===== src/rtl/max_pool.sv =====
// Streaming signed max-pooling unit: emits the maximum of each consecutive
// window of samples accepted on running cycles, after an optional start delay.
module max_pool #(
  parameter int unsigned DATA_W = 32,
  parameter int unsigned CNT_W  = 16
) (
  input  logic              clk,
  input  logic              rst,
  input  logic              running,
  input  logic              run,
  input  logic [DATA_W-1:0] in0,
  input  logic [CNT_W-1:0]  windowSize,
  input  logic [CNT_W-1:0]  delay0,
  output logic [DATA_W-1:0] out0,
  output logic              out0_valid,
  output logic              done
);

  localparam logic [1:0] IDLE  = 2'd0;
  localparam logic [1:0] DELAY = 2'd1;
  localparam logic [1:0] ACC   = 2'd2;

  localparam logic [DATA_W-1:0] MOST_NEG = {1'b1, {(DATA_W-1){1'b0}}};

  logic [1:0]        state_q, state_d;
  logic [CNT_W-1:0]  win_q, win_d;
  logic [CNT_W-1:0]  delay_cnt_q, delay_cnt_d;
  logic [CNT_W-1:0]  count_q, count_d;
  logic [DATA_W-1:0] acc_q, acc_d;
  logic [DATA_W-1:0] out0_d;
  logic              out0_valid_d;
  logic [DATA_W-1:0] max_c;

  // Signed maximum of the running accumulator and the current sample.
  always_comb begin
    max_c = acc_q;
    if ($signed(in0) > $signed(acc_q)) begin
      max_c = in0;
    end
  end

  // Next-state and datapath update; run restarts from any state.
  always_comb begin
    state_d      = state_q;
    win_d        = win_q;
    delay_cnt_d  = delay_cnt_q;
    count_d      = count_q;
    acc_d        = acc_q;
    out0_d       = out0;
    out0_valid_d = 1'b0;

    if (run) begin
      win_d       = (windowSize == '0) ? CNT_W'(1) : windowSize;
      delay_cnt_d = delay0;
      count_d     = '0;
      acc_d       = MOST_NEG;
      state_d     = (delay0 != '0) ? DELAY : ACC;
    end else if (running) begin
      case (state_q)
        DELAY: begin
          delay_cnt_d = delay_cnt_q - CNT_W'(1);
          if (delay_cnt_q == CNT_W'(1)) begin
            state_d = ACC;
          end
        end
        ACC: begin
          if (count_q == win_q - CNT_W'(1)) begin
            out0_d       = max_c;
            out0_valid_d = 1'b1;
            acc_d        = MOST_NEG;
            count_d      = '0;
          end else begin
            acc_d   = max_c;
            count_d = count_q + CNT_W'(1);
          end
        end
        default: begin
          state_d = state_q;
        end
      endcase
    end
  end

  always_ff @(posedge clk) begin
    if (rst) begin
      state_q     <= IDLE;
      win_q       <= CNT_W'(1);
      delay_cnt_q <= '0;
      count_q     <= '0;
      acc_q       <= MOST_NEG;
      out0        <= '0;
      out0_valid  <= 1'b0;
    end else begin
      state_q     <= state_d;
      win_q       <= win_d;
      delay_cnt_q <= delay_cnt_d;
      count_q     <= count_d;
      acc_q       <= acc_d;
      out0        <= out0_d;
      out0_valid  <= out0_valid_d;
    end
  end

  assign done = (state_q != DELAY);

endmodule


===== config.mk =====
export PLATFORM = sky130hd
export DESIGN_NAME = max_pool
export DESIGN_NICKNAME = d
export VERILOG_FILES = /design/src/rtl/max_pool.sv
export SDC_FILE = /design/constraint.sdc
export NUM_CORES = 1
export LEC_CHECK = 0
export BUFFER_PORTS_ARGS = -buffer_cell sky130_fd_sc_hd__clkbuf_2
export CORE_MARGIN = 2
export CORE_UTILIZATION = 40
export CTS_CLUSTER_SIZE = 14
export DETAILED_ROUTE_END_ITERATION = 10
export PLACE_DENSITY = 0.7
export SLEW_MARGIN = 30
export SYNTH_ARGS = -nofsm -noshare
export SYNTH_HDL_FRONTEND = slang
export SYNTH_SLANG_ARGS = --single-unit

===== constraint.sdc =====
create_clock -name clk -period 4 [get_ports clk]
set_clock_uncertainty 0.15 [all_clocks]
set_input_delay 1 -clock clk [delete_from_list [all_inputs] [get_ports clk]]
set_output_delay 1 -clock clk [all_outputs]
set_load 0.01 [all_outputs]

==> results of run 1 <==
## path summary, 6_finish.rpt
check | start | endpoint | slack, ps | cells after the start
max | win_q[6]$_SDFFE_PP0P_ | acc_q[24]$_SDFFE_PP0P_ | 620 | 8
min | out0[31]$_SDFFE_PP0P_ | out0[31]$_SDFFE_PP0P_ | 290 | 2
max reg2reg | win_q[6]$_SDFFE_PP0P_ | acc_q[24]$_SDFFE_PP0P_ | 620 | 8
min reg2reg | out0[31]$_SDFFE_PP0P_ | out0[31]$_SDFFE_PP0P_ | 290 | 2
## logic make-up after synthesis
logic type | share of synthesized area
AOI/OAI and AO/OA | 0.2095
DFF | 0.3463
muxes | 0.02409
adders and majority gates | 0.06775
and+or+nand+nor | 0.2271
xor gates and xnor gates | 0.06323
buffers and inverters | 0.06210
## registers in the layout, indices dropped and copies added, names as in the netlist
register,count
state_q,2
acc_q,32
win_q,16
out0_valid,1
count_q,16
out0,32
delay_cnt_q,16
## cell usage after synthesis, types with 2 or more instances
| cell type | n | area (um2) |
|---|---|---|
| o311ai_0 | 2 | 17.52 |
| a221o_1 | 3 | 30.03 |
| o21ai_0 | 51 | 255.2 |
| a22o_1 | 21 | 183.9 |
| and3_1 | 10 | 62.56 |
| ha_1 | 36 | 450.4 |
| nand3_1 | 8 | 40.04 |
| or2_2 | 2 | 12.51 |
| buf_2 | 6 | 30.03 |
| a41oi_1 | 24 | 210.2 |
| a32o_1 | 31 | 310.3 |
| xnor2_1 | 27 | 236.5 |
| nor4_1 | 20 | 125.1 |
| buf_6 | 7 | 78.83 |
| o21ai_1 | 12 | 60.06 |
| nand2_1 | 111 | 416.7 |
| nor4_4 | 2 | 42.54 |
| nand3b_1 | 5 | 37.54 |
| mux2i_1 | 16 | 160.2 |
| xor2_1 | 21 | 183.9 |
| nor3b_1 | 7 | 52.55 |
| nor3_1 | 16 | 80.08 |
| clkbuf_1 | 35 | 131.4 |
| a31oi_1 | 2 | 12.51 |
| nand2b_1 | 2 | 12.51 |
| inv_1 | 41 | 153.9 |
| o211ai_1 | 4 | 30.03 |
| a21oi_1 | 31 | 155.2 |
| buf_1 | 4 | 15.01 |
| nor2_1 | 99 | 371.6 |
| a21boi_0 | 4 | 30.03 |
| or4_1 | 3 | 22.52 |
| a211oi_1 | 4 | 30.03 |
| nand4_1 | 22 | 137.6 |
| dfxtp_1 | 115 | 2302 |
## layout by cell type, fill, tap and decap left out, drive strengths merged, types with 5 or more instances in the layout
master	instances
nor3	17
a32o	31
dfxtp	115
xnor2	27
nor2	99
inv	42
nand2	111
a21oi	31
nor4	22
and3	10
buf	21
xor2	21
nand4	22
nand3b	5
clkinv	6
a22o	21
clkbuf	122
mux2i	16
nand3	9
o21ai	63
nor3b	7
ha	36
a41oi	24
## worst register-to-register path, cell delays in order (launching register included)
cell	delay (ps)
dfxtp_1	400
nor4_4	360
or3b_4	450
or4_1	420
and4b_4	240
nor3_4	210
nand3_2	180
o21a_2	480
a32o_1	370
## area by class of cell
class                      count  share of cell area
multi-input combinational    614              0.4962
sequential                   115              0.2888
timing repair buffer         122             0.08319
clock buffer                  21             0.05776
tap                          220             0.03453
clock inverter                11             0.01978
inverter                      42             0.01978
## metrics by stage
step | utilization | setup WS [ps] | std cells | hold WS (ps) | total power, mW
after floorplan | - | 523.6 | 823 | 320.4 | 1.488
after global placement | 0.4482 | 270.7 | 1113 | 285.9 | 1.614
after detailed placement | 0.4482 | 236.4 | 1113 | 289.5 | 1.622
after CTS | 0.4859 | 627.8 | 1145 | 297.1 | 3.226
after global routing | 0.4859 | 473.5 | 1145 | 320.8 | 3.348
final | 0.4859 | 622.4 | 1145 | 294.2 | 3.209
## report_power, final
part	internal, mW	switching, mW
logic	0.166	0.235
clock network	1.07	0.539
registers	1.17	0.0321
total	2.40	0.806
## per-layer routing
metal	vias to the layer above	GRT usage	routed length, um
met5	-	0	0
met4	0	0.05914	261
met3	23	0.06513	1220
met2	180	0.3290	8145
met1	2999	0.2595	8049
li1	3148	-	-
==> results_dict.tcl, run 1 <==
set metrics [dict create \
    dp_hpwl_um 12410 \
    clk_pin_slew_ps 60 \
    synth-edff-count 0 \
    slew_headroom 0.5416 \
    cts_tree "built" \
    io_pins 102 \
    crit_path_max_incr_delay_ps 480 \
    wl_per_cell_um 15.44 \
    crit_path_max_fanout 32 \
    crit_buf_inv 0 \
    crit_family "simple AND/OR/NAND/NOR gates" \
    critPathArrivalTime_ps 3530 \
    tightest_slew_ps 687.6 \
    setup_tns_ps 0 \
    drive_gt1_frac 0.1784 \
    synth.avg_cell_area_um2 8.079 \
    cap_viol_max_count 0 \
    register_area_um2 2302 \
    clock.fmax_mhz 296.1 \
    rsz0062_at_grt "false" \
    ys.flop_type "dfxtp_1" \
    port-buffer-count 101 \
    htreeDepth 4 \
    powerDensity_nw_per_um2 402.6 \
    min_period_ps 3378 \
    peakVddDrop_uv 300.3 \
    ys_seq_elements 115 \
    place_area_um2 7353 \
    period_share 0.8444 \
    netlist_area_um2 6649 \
    first_global_vias 5836 \
    postSynthCellCount 823 \
    grt_max_degree 47 \
    routed_wl_um 17680 \
    core_um2 16410 \
    firstDrtPassIters 4 \
    yosysUniqueCellTypes 54 \
    drt_iter0_markers 346 \
    fill_cells 1590 \
    root_buffer "clkbuf_16" \
    antenna_found_initial 0 \
    multiInputGateArea_um2 3955 \
    async_flop_share 0 \
    hold_violations 0 \
    cts_made_buffers 17 \
    status "complete, no violations" \
    drv_slew 0 \
    path_cells "nor4_4 -> or3b_4 -> or4_1 -> and4b_4 -> nor3_4 -> nand3_2 -> o21a_2 -> a32o_1" \
    p_leak_nw 3.171 \
    cts_resized 0 \
    via_count 6350 \
    hp-class "reg2reg" \
    die_w_um 132.9 \
    dieArea_um2 17670 \
    gp_congestion 0.8635 \
    crit_path_end_kind "flip-flop" \
    nets 1016 \
    grt_pass1_wl_um 28960 \
    area_delta_synth_final_pct 19.89 \
    finalSetupViolCount 0 \
    insertion_delay_ps 420 \
    postCtsSetupRepairBufs 0 \
    cp_slowest_cell "o21a_2" \
    antenna_left 0 \
    route.detailed.drc 0 \
    yosys_warnings 0 \
    initial_utilization 0.4052 \
    grt_overflow 0 \
    die_h_um 132.9 \
    postCtsHoldBufs 0 \
    n_antenna_cell 0 \
    cts_buffer_depth 2 \
    crit_type "reg2reg" \
    required_ps 4150 \
    clock_sinks 115 \
    grt_usage 0.2032 \
    startpoint_type "flip-flop" \
    via_per_inst 5.546 \
    fin_area_um2 7971 \
    synth_nets 927 \
    seq_area_frac_synth 0.3463 \
    rows 47 \
]
Power figures use the tool's default switching activity.
==> inputs of run 2 (changes only) <==
==> constraint.sdc (replaced) <==
create_clock -name clk -period 3.33 [get_ports clk]
set_clock_uncertainty 0.15 [all_clocks]
set_input_delay 0.8325 -clock clk [delete_from_list [all_inputs] [get_ports clk]]
set_output_delay 0.8325 -clock clk [all_outputs]
set_load 0.01 [all_outputs]
==> results_dict.tcl, run 2 (synthesis gave the netlist of run 1 again) <==
set metrics [dict create \
    min_period_ps 3153 \
    route.detailed.drc 0 \
    rsz0062_at_grt "false" \
    fin_util 0.5010 \
    antenna_left 0 \
    hold_violations 0 \
    setup_ws_ps 177.0 \
    crit_top_cell "buf_4" \
    p_leak_nw 3.333 \
    fill_cells 1546 \
    final_cell_count_no_fill 1176 \
    routed_wl_um 17720 \
    die_w_um 132.9 \
    grt_usage 0.2034 \
    crit_buf_inv 2 \
    nets 1050 \
    cts_buffer_depth 2 \
    crit_type "reg2reg" \
    use_met2 0.3339 \
    r2r_slack_ps 180 \
    r2r_start "win_q[6]$_SDFFE_PP0P_" \
    dp_hpwl_um 12640 \
    tightest_slew_ps 490.0 \
    p_clk_frac 0.471 \
    cts_tree "built" \
    gp_congestion 0.8321 \
    met1_usage 0.2640 \
    crit_path_max_fanout 12 \
    via_count 6417 \
    peakVddDrop_uv 343.2 \
    whs_ps 298.4 \
    wl_per_cell_um 15.07 \
    finalSetupViolCount 0 \
    mostFrequentLayoutCells "dfxtp_1, nand2_1, clkbuf_2" \
    area_delta_synth_final_pct 23.62 \
    r2r-end "acc_q[24]$_SDFFE_PP0P_" \
    startpoint_type "flip-flop" \
    p_int_mw 2.756 \
    firstDrtPassIters 5 \
    root_buffer "clkbuf_16" \
    first_global_vias 5971 \
    crit_path_max_incr_delay_ps 450 \
    reg_top3 "acc_q x32, out0 x32" \
    grt_pass1_wl_um 29170 \
    path_cells "nor4_4 -> or3b_4 -> or4_1 -> and4b_4 -> nor3_4 -> nand3_2 -> buf_4 -> and3_1 -> buf_4 -> a32o_1" \
    postCtsHoldBufs 0 \
    n_antenna_cell 0 \
    setup_tns_ps 0 \
    antenna_found_initial 0 \
    grt_overflow 0 \
    seqPwrFrac 0.390 \
    htreeDepth 4 \
    clk_pin_slew_ps 50 \
    fin_area_um2 8219 \
    mostFrequentLayoutCell "dfxtp_1" \
    core_um2 16410 \
    cp_slowest_cell "or3b_4" \
    register_area_um2 2302 \
    power.share.switching 0.2541 \
    powerDensity_nw_per_um2 449.5 \
    crit_family "simple AND/OR/NAND/NOR gates" \
    io_pins 102 \
    place_area_um2 7646 \
    power_mw 3.694 \
    grt_max_degree 33 \
    dieArea_um2 17670 \
    cts_made_buffers 17 \
    grt-busiest-layer "met2" \
    crit_start "win_q[6]$_SDFFE_PP0P_" \
    initial_utilization 0.4052 \
    rows 47 \
    crit_path_end_kind "flip-flop" \
    clock_sinks 115 \
    die_h_um 132.9 \
    p_sw_mw 0.9387 \
    crit_end "acc_q[24]$_SDFFE_PP0P_" \
    insertion_delay_ps 410 \
    multiInputGateArea_um2 3966 \
    power.combinational.fraction 0.139 \
    cap_viol_max_count 0 \
    dp_cells 1147 \
    slew_headroom 0.6734 \
    cp_num_cells 10 \
    grt_use_met3 0.05249 \
    drive_gt1_frac 0.2082 \
    reg2regPathDepth 10 \
    pre_cts_slack_ps -195.8 \
    period_share 0.9468 \
    drv_slew 0 \
    port-buffer-count 101 \
    via_per_inst 5.457 \
    required_ps 3480 \
    hp-class "reg2reg" \
    clock.fmax_mhz 317.2 \
    status "complete, no violations" \
    drt_iter0_markers 350 \
    critPathArrivalTime_ps 3300 \
]
-- run 2: cell count changes in the layout (fill, tap and decap cells not counted) --
cell / change
buf_12: +3
buf_4: +31
bufinv_16: -3
clkbuf_1: -1
clkbuf_8: +4
clkinv_2: -2
clkinvlp_4: -1
nor3b_1: -1
nor3b_2: +1
nor4_1: -1
nor4_2: +1
-- run 2: power by group through the flow --
stage	sequential [mW]	clock [mW]	combinational, mW
CTS	1.44	1.77	0.512
global route	1.44	1.82	0.574
global placement	1.47	0	0.501
detailed placement	1.47	0	0.508
finish	1.44	1.74	0.515
floorplan	1.46	0	0.328
-- run 2: tightest hold or removal path: stages (launching register included) --
cell	delay, ps
dfxtp_1	310
nand2_1	50
o21ai_1	50
-- run 2: final cells by class --
| class | count | share of cell area |
|---|---|---|
| clock buffers | 24 | 0.06226 |
| clock inverters | 5 | 0.006089 |
| inverters | 42 | 0.01918 |
| multi-input cells | 614 | 0.4826 |
| flip-flops and latches | 115 | 0.2801 |
| well taps | 220 | 0.03349 |
| repair buffers | 156 | 0.1163 |
-- run 2: worst min path at each step --
stage	to	slack [ps]	depth (start not counted)	startpoint
finish	out0[24]$_SDFFE_PP0P_	300	2	out0[24]$_SDFFE_PP0P_
floorplan	out0[0]$_SDFFE_PP0P_	320	2	out0[0]$_SDFFE_PP0P_
global placement	out0[31]$_SDFFE_PP0P_	290	2	out0[31]$_SDFFE_PP0P_
global route	out0[21]$_SDFFE_PP0P_	330	2	out0[21]$_SDFFE_PP0P_
detailed placement	out0[24]$_SDFFE_PP0P_	290	2	out0[24]$_SDFFE_PP0P_
CTS	out0[24]$_SDFFE_PP0P_	300	2	out0[24]$_SDFFE_PP0P_
-- run 2: metal layers --
metal	wire, um	part of all wire
met1	8073	0.46
met2	8132	0.46
met3	1319	0.074
met4	192	0.011
met5	0	0
-- run 2: timing repair --
item	CTS	global route
endpoints found under the setup margin	0	21
gates resized for setup	0	2
endpoints found under the hold margin	0	0
setup buffers	0	0
